<file path="src/rtl/imm_gen_pipe.sv">
// imm_gen_pipe: RV32/RV64 immediate decoder feeding a valid/ready output FIFO, with illegal-opcode counting.
module imm_gen_pipe #(
    parameter int XLEN  = 32,
    parameter int DEPTH = 2,
    parameter int CNT_W = 16
) (
    input  logic             clk,
    input  logic             rst_n,
    input  logic             flush,
    input  logic             in_valid,
    output logic             in_ready,
    input  logic [31:0]      instr,
    output logic             out_valid,
    input  logic             out_ready,
    output logic [XLEN-1:0]  imm,
    output logic [2:0]       fmt,
    output logic             illegal,
    output logic [CNT_W-1:0] err_cnt
);
    localparam int AW = $clog2(DEPTH);
    localparam int CW = AW + 1;
    localparam logic [2:0] F_NONE  = 3'd0;
    localparam logic [2:0] F_I     = 3'd1;
    localparam logic [2:0] F_S     = 3'd2;
    localparam logic [2:0] F_B     = 3'd3;
    localparam logic [2:0] F_U     = 3'd4;
    localparam logic [2:0] F_J     = 3'd5;
    localparam logic [2:0] F_SHAMT = 3'd6;

    logic [31:0]      imm32;
    logic [XLEN-1:0]  dec_imm;
    logic [2:0]       dec_fmt;
    logic             dec_ill;
    logic             push;
    logic             pop;
    logic [XLEN-1:0]  imm_q [DEPTH];
    logic [XLEN-1:0]  imm_d [DEPTH];
    logic [2:0]       fmt_q [DEPTH];
    logic [2:0]       fmt_d [DEPTH];
    logic             ill_q [DEPTH];
    logic             ill_d [DEPTH];
    logic [AW-1:0]    wr_ptr_q, wr_ptr_d;
    logic [AW-1:0]    rd_ptr_q, rd_ptr_d;
    logic [CW-1:0]    cnt_q, cnt_d;
    logic [CNT_W-1:0] err_cnt_q, err_cnt_d;

    always_comb begin
        imm32   = 32'd0;
        dec_fmt = F_NONE;
        dec_ill = 1'b0;
        case (instr[6:0])
            7'b0110111, 7'b0010111: begin
                imm32   = {instr[31:12], 12'b0};
                dec_fmt = F_U;
            end
            7'b1101111: begin
                imm32   = {{11{instr[31]}}, instr[31], instr[19:12], instr[20], instr[30:21], 1'b0};
                dec_fmt = F_J;
            end
            7'b1100111, 7'b0000011, 7'b1110011: begin
                imm32   = {{20{instr[31]}}, instr[31:20]};
                dec_fmt = F_I;
            end
            7'b0010011: begin
                // Shift-immediates carry a 5-bit (RV32) or 6-bit (RV64) unsigned amount
                if (instr[14:12] == 3'b001 || instr[14:12] == 3'b101) begin
                    imm32   = {26'd0, (XLEN == 64) ? instr[25] : 1'b0, instr[24:20]};
                    dec_fmt = F_SHAMT;
                end else begin
                    imm32   = {{20{instr[31]}}, instr[31:20]};
                    dec_fmt = F_I;
                end
            end
            7'b0100011: begin
                imm32   = {{20{instr[31]}}, instr[31:25], instr[11:7]};
                dec_fmt = F_S;
            end
            7'b1100011: begin
                imm32   = {{19{instr[31]}}, instr[31], instr[7], instr[30:25], instr[11:8], 1'b0};
                dec_fmt = F_B;
            end
            7'b0110011: dec_ill = 1'b0;
            default:    dec_ill = 1'b1;
        endcase
        dec_imm = XLEN'($signed(imm32));
    end

    assign in_ready  = cnt_q != CW'(DEPTH);
    assign out_valid = cnt_q != '0;
    assign push      = in_valid && in_ready;
    assign pop       = out_valid && out_ready;

    always_comb begin
        imm_d     = imm_q;
        fmt_d     = fmt_q;
        ill_d     = ill_q;
        wr_ptr_d  = wr_ptr_q;
        rd_ptr_d  = rd_ptr_q;
        cnt_d     = cnt_q;
        // Counted even when the push itself is dropped by a flush
        err_cnt_d = (push && dec_ill && err_cnt_q != '1) ? err_cnt_q + CNT_W'(1) : err_cnt_q;
        if (flush) begin
            wr_ptr_d = '0;
            rd_ptr_d = '0;
            cnt_d    = '0;
        end else begin
            if (push) begin
                imm_d[wr_ptr_q] = dec_imm;
                fmt_d[wr_ptr_q] = dec_fmt;
                ill_d[wr_ptr_q] = dec_ill;
                wr_ptr_d        = wr_ptr_q + AW'(1);
            end
            if (pop) rd_ptr_d = rd_ptr_q + AW'(1);
            cnt_d = cnt_q + CW'(push) - CW'(pop);
        end
    end

    always_ff @(posedge clk or negedge rst_n) begin
        if (!rst_n) begin
            imm_q     <= '{default: '0};
            fmt_q     <= '{default: '0};
            ill_q     <= '{default: '0};
            wr_ptr_q  <= '0;
            rd_ptr_q  <= '0;
            cnt_q     <= '0;
            err_cnt_q <= '0;
        end else begin
            imm_q     <= imm_d;
            fmt_q     <= fmt_d;
            ill_q     <= ill_d;
            wr_ptr_q  <= wr_ptr_d;
            rd_ptr_q  <= rd_ptr_d;
            cnt_q     <= cnt_d;
            err_cnt_q <= err_cnt_d;
        end
    end

    assign imm     = imm_q[rd_ptr_q];
    assign fmt     = fmt_q[rd_ptr_q];
    assign illegal = ill_q[rd_ptr_q];
    assign err_cnt = err_cnt_q;
endmodule

</file>
<file path="config.mk">
export PLATFORM = sky130hd
export DESIGN_NAME = imm_gen_pipe
export DESIGN_NICKNAME = d
export VERILOG_FILES = /design/src/rtl/imm_gen_pipe.sv
export SDC_FILE = /design/constraint.sdc
export NUM_CORES = 1
export LEC_CHECK = 0
export ABC_AREA = 1
export BUFFER_PORTS_ARGS = -buffer_cell sky130_fd_sc_hd__buf_4
export CORE_MARGIN = 2
export CORE_UTILIZATION = 58
export DETAILED_ROUTE_END_ITERATION = 8
export PLACE_DENSITY = 0.82
export SYNTH_ARGS = -nofsm -noshare
export SYNTH_HDL_FRONTEND = slang
export SYNTH_SLANG_ARGS = --single-unit
</file>
<file path="constraint.sdc">
create_clock -name clk -period 4.6 [get_ports clk]
set_clock_uncertainty 0.1 [all_clocks]
set_input_delay 0.92 -clock clk [delete_from_list [all_inputs] [get_ports clk]]
set_output_delay 0.92 -clock clk [all_outputs]
set_load 0.01 [all_outputs]
</file>
# Word level (Yosys, flattened, before mapping)
# Cells that the tools add are included.
[word_totals] elab_cells=76 output_inout_bits=54 register_bits=92 inputBits=37
[classes] n_bitwise=3 n_addsub=5 magnitude_cmp=3 eq_ne=14 n_mux=28 n_reduce_logical=13
[ops] operator="$pmux 32 s6" count=1
[ops] operator="$mux 32" count=5
[ops] operator="$bwmux 64" count=1
[ops] operator="$demux 32 s1" count=1
[ops] operator="$eq 7x7->1 const B" count=4
[ops] operator="$eq 7x6->1 const B" count=3
[ops] operator="$pmux 3 s6" count=1
[ops] operator="$add 16x1->16 const B" count=1
[ops] operator="$ne 16x16->1 const B" count=1
[ops] operator="$mux 3" count=5
[ops] operator="$eq 7x5->1 const B" count=2
[ops] operator="$reduce_or 10->1" count=1
[ops] operator="$mux 1" count=9
[ops] operator="$eq 7x2->1 const B" count=1
[ops] operator="$bwmux 6" count=1
[ops] operator="$reduce_bool 2->1" count=3
[ops] operator="$logic_and 1x1->1" count=5
[ops] operator="$ge 2x2->1 const B" count=2
[ops] operator="$not 1->2" count=2
[ops] operator="$demux 3 s1" count=1
[ops] operator="$eq 3x1->1 const B" count=1
[ops] operator="$eq 3x3->1 const B" count=1
[ops] operator="$reduce_or 3->1" count=1
[ops] operator="$add 1x1->1 const B" count=2
[ops] operator="11 further kinds" count=11

# Longest topological paths before layout
# Gate-level depths: netlist of the first run.
[depth] ltp_word=6 depth_mapped=12 ltp_nobuf=11

# Worst setup path after synthesis of the first run
# Ideal clock, no wire load.
[synth_timing] path_kind="in2reg" from="input in_valid" to="register cnt_q[1]" path_buffers=1 path_slack_ns=2.495 setup_ns=0.118 arrival_ns=1.887 cell_stages=6 cell_sequence="nand2_1 > clkinv_1 > clkbuf_1 > ha_1 > xor2_1 > nor2_1"
[synth_via] elab_chain_len=4
[synth_lines] item="start, declared" line="10" rtl="input logic in_valid,"
[synth_lines] item="$logic_and 1x1->1" line="90" rtl="assign push = in_valid && in_ready;"
[synth_lines] item="$add 2x1->2" line="114" rtl="cnt_d = cnt_q + CW'(push) - CW'(pop);"
[synth_lines] item="$sub 2x1->2" line="114"
[synth_lines] item="$mux 2" line="102" rtl="if (flush) begin"
[synth_lines] item="via cnt_d[1]" line="44" rtl="logic [CW-1:0] cnt_q, cnt_d;"
[synth_lines] item="end signal, assigned" line="133" rtl="cnt_q <= cnt_d;"
[synth_lines] item="end, declared" line="44"
# The timed path passes the listed nets, and every way through them passes these cells.
# A chain may end at the register's enable or synchronous reset.

# Final worst setup path of the first run
[layout_timing] from="register rd_ptr_q" to="output imm[20]"
[layout_via] elab_chain_len=4
[layout_lines] item="start, declared" line="43" rtl="logic [AW-1:0] rd_ptr_q, rd_ptr_d;"
[layout_lines] item="start signal, assigned" line="132" rtl="rd_ptr_q <= rd_ptr_d;"
[layout_lines] item="$not 1->2 (implied by the code)" line="138" rtl="assign imm = imm_q[rd_ptr_q];"
[layout_lines] item="$mux 32 (implied by the code) (3 in series)" line="138"
[layout_lines] item="end, declared" line="15" rtl="output logic [XLEN-1:0] imm,"
# Every way passes these cells. The select of a mux whose other input is x is not followed.

==> flow_summary.ini, run 1 <==
[run]
max_cap_viol_count = 0

[logic_synthesis]
ys_warn_count = 0
ys_ff_latch = 92
postSynthAreaPerCell_sq_um = 6.96
synth_cells = 744
synth_seq_area_share_pct = 44.4
synthesis.nets = 784
ys_types = 28
syn-cell-area_sq_um = 5180

[floorplan]
dieWidth_microns = 98.5
ioPinCount = 91
die-area_sq_um = 9710
row_count = 34
die_h_microns = 98.5
start_util_pct = 59.7
core_sq_um = 8680

[place]
place.gp.congestion = 1.01
port_buffers = 90
post-place-ws_ns = 1.36
dp_hpwl_microns = 9060

[clocking]
clk_pin_slew_ns = 0.08
numCtsBuffers = 9
cts_resized = 0
cts-hold-fix-buffers = 0
cts_max_path_buffers = 2
tritoncts = done
clock_sinks = 92
post_cts.repair.setup_buffers = 0
htreeDepth = 3
worstSkewPairLatency_ns = 0.36
root_buffer = clkbuf_8

[worst_setup_path]
crit_path_start_kind = flop
critPathMaxFanout = 35
crit_arrival_ns = 2.10
crit_path_end_kind = output pin
crit_type = flop to output pin
required_ns = 3.58

[power_and_ir_drop]
ir_drop_mv = 0.229
power.switching_uw = 740
powerDensity_nw_per_um2 = 364
power_switching_share_pct = 33.2
power_frac_seq_pct = 44.4
combPwrFrac_pct = 26.0
p_leak_uw = 0.00367
intPower_uw = 1490
pwr-share-clk_pct = 29.6

[sta]
period_share_pct = 67.8
maxSlewHeadroom_pct = 27.3
fin_crit_ns = 3.12
finalMaxSlewViolations = 0
fmax_mhz = 321
rsz0062_at_grt = no
tightest_slew_ns = 1.08
hold_viol_final = 0
setup_viol = 0
tns_ns = 0
fin_ws_ns = 1.48

[detailed_routing]
dr.pass1.iters = 5
ant_nets = 0
avgViaCountPerCell = 5.45
vias = 5084
wl_microns = 13500
drtIter0Drc = 380
avgRoutedWirePerCell_microns = 14.5
drc = 0

[cells_and_area]
layout.nets = 859
final_layout_size_suffix_gt1_share_pct = 17.6
syn_to_final_growth_pct = 18.2
antenna_cells = 0

[global_routing]
gr-total-overflow = 0
first_global_vias = 4896
grt_max_degree = 60
antenna_found_initial = 0
grt_usage_pct = 29.3
grt_pass1_wl_microns = 23400

[min_path]
hp-class = flop to flop

[outcome]
status = finished, final reports clean
-- cells in the mapped netlist --
master | number | area (sq um)
buf_2 | 8 | 40.0
nand2_2 | 1 | 6.26
a31oi_1 | 2 | 12.5
nand4_4 | 2 | 42.5
nand2_1 | 422 | 1580
nand2_4 | 2 | 22.5
ha_1 | 3 | 37.5
clkinv_1 | 4 | 15.0
nor2_1 | 27 | 101
clkbuf_1 | 15 | 56.3
inv_2 | 6 | 22.5
a21oi_1 | 2 | 10.0
buf_6 | 2 | 22.5
buf_4 | 4 | 30.0
xnor2_1 | 5 | 43.8
nand4_1 | 25 | 156
o21ai_0 | 14 | 70.1
dfrtp_1 | 92 | 2300
xor2_1 | 4 | 35.0
o21bai_1 | 1 | 7.51
nor2_4 | 3 | 33.8
buf_1 | 2 | 7.51
or2_2 | 1 | 6.26
inv_1 | 37 | 139
nor2_2 | 5 | 31.3
nand3_2 | 13 | 130
nor3_2 | 1 | 10.0
nand3_1 | 41 | 205
-- critical path, stage by stage, from the launching register on --
cell,delay [ns]
dfrtp_1,0.35
clkinv_1,0.83
nand2_1,0.29
nand2_1,0.10
buf_4,0.15
-- registers in the layout (all words and copies together), names as in the netlist --
register	flops
cnt_q	2
err_cnt	16
rd_ptr_q	1
wr_ptr_q	1
ill_q	2
fmt_q	6
imm_q	64
-- final timing paths --
path	end	slack (ns)	depth (start not counted)	from
max in group asynchronous	cnt_q[0]	2.94	2	rst_n
worst max-delay path	imm[20]	1.48	4	rd_ptr_q
min in group asynchronous	imm_q[36]	0.52	1	rst_n
worst min-delay path	imm_q[58]	0.39	2	imm_q[58]
worst max register to register	fmt_q[1]	1.94	6	cnt_q[1]
worst min register to register	imm_q[58]	0.39	2	imm_q[58]
-- layer usage --
layer | part of all wire (%) | up-vias | global-route usage, %
li1 | - | 2461 | -
met1 | 42 | 2379 | 42.9
met2 | 48 | 226 | 46.5
met3 | 8.5 | 18 | 5.32
met4 | 0.91 | 0 | 5.90
met5 | 0 | - | 0
-- kinds of logic (layout without fill, tap and decap cells) --
group	Yosys count	in the layout	share of synthesized area (%)
AOI/OAI and AO/OA	19	19	1.93
xor gates and xnor gates	9	9	1.52
buffers and inverters	78	158	6.42
and+or+nand+nor	543	543	45.0
adders and majority gates	3	3	0.725
DFF	92	92	44.4
-- power groups by stage --
stage,combinational [uW],clock [uW],sequential [uW]
after floorplan,335,0,995
after global placement,555,0,1000
after detailed placement,576,0,1000
after CTS,582,660,990
after global routing,645,701,1010
final,579,659,991
-- layout make-up --
type	count	area (sq um)
clock buffers	10	128
repair buffers	95	713
inverters	47	176
fillers	708	2560
multi-input cells	574	2550
flip-flops and latches	92	2300
well taps	108	135
clock inverters	6	113
-- cell usage in the layout, fill, tap and decap left out, drive strengths merged --
cell type / netlist / final
a21oi: 2 / 2
a31oi: 2 / 2
buf: 16 / 95
bufinv: 0 / 3
clkbuf: 15 / 10
clkinv: 4 / 4
clkinvlp: 0 / 3
dfrtp: 92 / 92
ha: 3 / 3
inv: 43 / 43
nand2: 425 / 425
nand3: 54 / 54
nand4: 27 / 27
nor2: 35 / 35
nor3: 1 / 1
o21ai: 14 / 14
o21bai: 1 / 1
or2: 1 / 1
xnor2: 5 / 5
xor2: 4 / 4
-- per-stage QoR --
step	area (sq um)	total power, uW	utilization [%]	std cells	hold slack [ns]
CTS	6120	2230	70.5	932	0.388
finish	6120	2230	70.5	932	0.385
global route	6120	2350	70.5	932	0.404
detailed placement	5880	1580	67.8	916	0.365
global placement	5880	1550	67.8	916	0.361
floorplan	5180	1330	-	744	0.349
(Power assumes the default switching activity.)
==> run 2: changes to the inputs <==
--- a/config.mk
+++ b/config.mk
@@ -8,9 +8,9 @@
 export ABC_AREA = 1
 export BUFFER_PORTS_ARGS = -buffer_cell sky130_fd_sc_hd__buf_4
 export CORE_MARGIN = 2
-export CORE_UTILIZATION = 58
+export CORE_UTILIZATION = 56
 export DETAILED_ROUTE_END_ITERATION = 8
-export PLACE_DENSITY = 0.82
+export PLACE_DENSITY = 0.8
 export SYNTH_ARGS = -nofsm -noshare
 export SYNTH_HDL_FRONTEND = slang
 export SYNTH_SLANG_ARGS = --single-unit
==> constraint.sdc (replaced) <==
create_clock -name clk -period 3.1 [get_ports clk]
set_clock_uncertainty 0.1 [all_clocks]
set_input_delay 0.62 -clock clk [delete_from_list [all_inputs] [get_ports clk]]
set_output_delay 0.62 -clock clk [all_outputs]
set_load 0.01 [all_outputs]
==> run 2 against run 1 <==
Against the previous run:
- power increased by 43%
- sequential share of layout area fell by 0.061 points
- first-iteration DRC count down 40%
- via count shrank 1.6%
- worst hold slack lost 0.21 ns
- clock-buffer cell count did not move
- combinational power rose by 51%
- utilization shrank 3.2 points
- worst setup slack got worse by 0.87 ns
- clock power is 26% higher
- wire length grew 0.39%
- highest routed layer unchanged
==> flow_summary.ini, run 2 (same netlist as run 1, synthesis figures left out) <==
[outcome]
status = finished, final reports clean

[worst_setup_path]
crit_arrival_ns = 1.77
required_ns = 2.38
crit_path_end_kind = output pin
rr_worst_depth = 7
r2r-end = err_cnt[2]
r2r-start = err_cnt[0]
crit_path_start_kind = flop
critPathMaxFanout = 22
r2r_setup_slack_ns = 1.11
crit_type = flop to output pin

[detailed_routing]
vias = 5003
drtIter0Drc = 228
ant_nets = 0
wl_met2_microns = 6450
maxUsedRoutingLayer = met4
wl_microns = 13500
avgViaCountPerCell = 5.33
drc = 0
avgRoutedWirePerCell_microns = 14.4
dr.pass1.iters = 5
wl_met1_microns = 5910
routed-wl-met3_microns = 969

[floorplan]
ioPinCount = 91
core_sq_um = 9110
start_util_pct = 56.9
dieWidth_microns = 100
die-area_sq_um = 10000
row_count = 35
die_h_microns = 100

[clocking]
root_buffer = clkbuf_8
post_cts.repair.setup_buffers = 0
worstSkewPairLatency_ns = 0.36
numCtsBuffers = 9
cts_max_path_buffers = 2
htreeDepth = 3
cts_resized = 0
clock_sinks = 92
tritoncts = done
cts-hold-fix-buffers = 0
clk_pin_slew_ns = 0.09

[cells_and_area]
final_layout_size_suffix_gt1_share_pct = 17.9
final_area_sq_um = 6130
instances_no_fill = 938
syn_to_final_growth_pct = 18.4
fill_cells = 794
antenna_cells = 0
final_cell_mix = 422 x nand2_1, 96 x buf_4, 92 x dfrtp_1
layout.nets = 862
regArea_sq_um = 2300
largest_reg_flops = 64
largest-register = imm_q
mostFrequentLayoutCell = nand2_1
multiInputGateArea_sq_um = 2550

[place]
port_buffers = 90
place.gp.congestion = 0.885
post-place-ws_ns = 0.568
post_dp_cell_area_sq_um = 5930
dp_hpwl_microns = 9250
placed_cells = 922

[power_and_ir_drop]
ir_drop_mv = 0.507
powerDensity_nw_per_um2 = 518
power_switching_share_pct = 34.7
power.switching_uw = 1100
combPwrFrac_pct = 27.6
intPower_uw = 2080
p_leak_uw = 0.00368
pwr-share-clk_pct = 26.1
power_frac_seq_pct = 46.3

[global_routing]
antenna_found_initial = 0
grt_max_degree = 50
first_global_vias = 4723
gr-total-overflow = 0
grt_pass1_wl_microns = 22600
grt_usage_pct = 28.1

[sta]
hold_ws_ns = 0.180
period_share_pct = 80.2
fin_crit_ns = 2.49
maxSlewHeadroom_pct = 38.1
setup_viol = 0
rsz0062_at_grt = no
tns_ns = 0
fin_ws_ns = 0.613
tightest_slew_ns = 0.927
fmax_mhz = 402
hold_viol_final = 0
finalMaxSlewViolations = 0

[run]
max_cap_viol_count = 0

[min_path]
hp-class = primary input to asynchronous set/reset pin
[run 2: cell types whose count changed in the layout (fill, tap and decap cells not counted)]
| cell | delta |
|---|---|
| buf_12 | +2 |
| bufinv_16 | -2 |
| inv_6 | +2 |
| buf_4 | +1 |
| clkinv_4 | +1 |
| clkinvlp_4 | -1 |
[run 2: area by class of cell]
class	count	share of cell area (%)
clock buffer	10	2.08
clock inverter	6	1.16
inverter	47	2.88
multi-input combinational	574	41.7
sequential	92	37.5
tap	111	2.26
timing repair buffer	98	12.4
[run 2: worst max-delay path: stages, from the launching register on]
cell and delay (ns):
dfrtp_1 0.36, clkinv_1 0.39, buf_12 0.33, nand2_1 0.07
nand2_1 0.09, buf_4 0.16
[run 2: power groups by stage]
stage | registers, uW | clock network, uW | logic (uW)
2_1_floorplan | 1480 | 0 | 498
3_3_place_gp | 1480 | 0 | 863
3_5_place_dp | 1490 | 0 | 884
4_1_cts | 1470 | 847 | 884
5_1_grt | 1490 | 889 | 974
6_report | 1470 | 830 | 877
[run 2: worst max-delay path by stage]
stage,startpoint,end,slack (ns),cells after the start
CTS,rd_ptr_q,imm[31],0.60,5
finish,rd_ptr_q,imm[31],0.61,5
global placement,instr[2],imm_q[44],0.60,10
global route,rd_ptr_q,imm[31],0.51,5
floorplan,in_valid,cnt_q[1],1.29,6
detailed placement,instr[2],imm_q[12],0.57,10
[run 2: per-layer routing]
metal  vias up  GRT usage (%)
li1       2461              -
met1      2332           39.3
met2       189           44.7
met3        21           4.60
met4         0           9.27
met5         -              0
[run 2: per-stage QoR]
stage | util, % | total power, uW
6_report | 67.3 | 3180
5_1_grt | 67.3 | 3360
4_1_cts | 67.3 | 3200
3_5_place_dp | 65.1 | 2370
3_3_place_gp | 65.1 | 2340
2_1_floorplan | - | 1970
==> run 3: changes to the inputs <==
==> constraint.sdc (replaced) <==
create_clock -name clk -period 2.59 [get_ports clk]
set_clock_uncertainty 0.1 [all_clocks]
set_input_delay 0.518 -clock clk [delete_from_list [all_inputs] [get_ports clk]]
set_output_delay 0.518 -clock clk [all_outputs]
set_load 0.01 [all_outputs]
==> run 3 against run 2 <==
Against the previous run:
- global-route usage grew 0.27 points
- utilization grew 0.082 points
- worst setup slack lost 0.21 ns
- via count grew 0.74%
- non-clock buffer count grew 1
- sequential share of layout area is essentially flat
- flip-flop and latch count is the same
- cell count is the same
- combinational power grew 20%
- worst hold slack lost 0.11 ns
- critical path depth shrank 2
==> flow_summary.ini, run 3 (same netlist as run 1, synthesis figures left out) <==
[sta]
rsz0062_at_grt = no
hold_ws_ns = 0.0721
maxSlewHeadroom_pct = 66.7
finalMaxSlewViolations = 0
period_share_pct = 84.4
fmax_mhz = 458
tightest_slew_ns = 0.499
fin_crit_ns = 2.19
hold_viol_final = 0
tns_ns = 0
setup_viol = 0

[worst_setup_path]
slowest_stage = buf_4
critical-path-top-delay-family = buffers and inverters
cp_num_buf_inv = 2
crit_chain = buf_4, o21ai_0, buf_4
cpMostUsedCell = buf_4
crit_type = flop to output pin
crit_arrival_ns = 1.57
r2r_setup_slack_ns = 0.52
crit_path_end_kind = output pin
required_ns = 1.97
critPathMaxFanout = 39
slowest_delay_ns = 0.40
crit_path_start_kind = flop

[detailed_routing]
ant_nets = 0
avgRoutedWirePerCell_microns = 14.6
vias = 5040
dr.pass1.iters = 7
drtIter0Drc = 240
drc = 0
avgViaCountPerCell = 5.37
wl_microns = 13600

[cells_and_area]
antenna_cells = 0
final_layout_size_suffix_gt1_share_pct = 18.0
largest_reg_flops = 64
final_cell_mix = 422 x nand2_1, 97 x buf_4, 92 x dfrtp_1
syn_to_final_growth_pct = 18.5
largest-register = imm_q
layout.nets = 863
mostFrequentLayoutCell = nand2_1

[clocking]
cts_resized = 0
tritoncts = done
numCtsBuffers = 9
cts_max_path_buffers = 2
htreeDepth = 3
cts-hold-fix-buffers = 0
clk_pin_slew_ns = 0.10
post_cts.repair.setup_buffers = 0
worstSkewPairLatency_ns = 0.37
clock_sinks = 92
root_buffer = clkbuf_8

[global_routing]
gr-total-overflow = 0
antenna_found_initial = 0
grt_max_degree = 93
grt_pass1_wl_microns = 22600
first_global_vias = 4750
grt_usage_pct = 28.3

[floorplan]
start_util_pct = 56.9
die-area_sq_um = 10000
die_h_microns = 100
row_count = 35
ioPinCount = 91
dieWidth_microns = 100
core_sq_um = 9110

[power_and_ir_drop]
p_leak_uw = 0.00368
powerDensity_nw_per_um2 = 621
ir_drop_mv = 0.424

[outcome]
status = finished, final reports clean

[place]
port_buffers = 90
place.gp.congestion = 1.01
dp_hpwl_microns = 9310

[min_path]
hp-class = primary input to asynchronous set/reset pin

[run]
max_cap_viol_count = 0
-- run 3: cell count changes in the layout (fill, tap and decap cells not counted), sizes merged --
| cell | change |
|---|---|
| clkinv | -1 |
| clkinvlp | +1 |
| buf | +1 |
| inv | -1 |
-- run 3: final cells by class --
class | count | area (sq um)
Clock buffer | 10 | 138
Clock inverter | 5 | 61.3
Fill cell | 789 | 2970
Inverter | 47 | 176
Multi-Input combinational cell | 574 | 2550
Sequential cell | 92 | 2300
Tap cell | 111 | 139
Timing Repair Buffer | 99 | 768
-- run 3: metrics by stage --
stage                     total power (uW)  instances  area (sq um)  utilization, %  worst slack, ns
final                                 3810        938          6140            67.4            0.404
after global routing                  4030        938          6140            67.4            0.306
after CTS                             3820        938          6140            67.4            0.407
after detailed placement              2840        923          5940            65.2            0.495
after global placement                2800        923          5940            65.2            0.591
after floorplan                       2360        744          5180               -            0.842
-- run 3: routing by layer --
layer / wire length [microns] / track usage, % / share of wire [%] / vias to the layer above
met1: 5830 / 38.7 / 43 / 2365
met3: 995 / 4.60 / 7.3 / 23
li1: - / - / - / 2460
met5: 0 / 0 / 0 / -
met4: 240 / 8.01 / 1.8 / 0
met2: 6580 / 47.0 / 48 / 192
-- run 3: worst register-to-register path, stage by stage (launching register included) --
cell and delay [ns]:
dfrtp_1 0.48, ha_1 0.31, nand3_2 0.17, nor2_4 0.18, nand4_4 0.27, nand4_4 0.32
nand2_1 0.10, nand2_1 0.08
-- run 3: power by group --
group | leakage, uW | switching (uW) | internal (uW) | total (uW)
registers | 0.00126 | 147 | 1610 | 1760
logic | 0.00233 | 643 | 407 | 1050
clock network | 0.0000910 | 530 | 471 | 1000
total | 0.00368 | 1320 | 2490 | 3810
-- run 3: final timing paths --
path | startpoint | endpoint | cells past startpoint
worst max-delay path | rd_ptr_q | fmt[2] | 3
worst min-delay path | rst_n | imm_q[42] | 2
worst max register to register | err_cnt[0] | err_cnt[6] | 7
worst min register to register | imm_q[25] | imm_q[25] | 2
max in group asynchronous | rst_n | cnt_q[0] | 2
min in group clk | flush | cnt_q[0] | 2
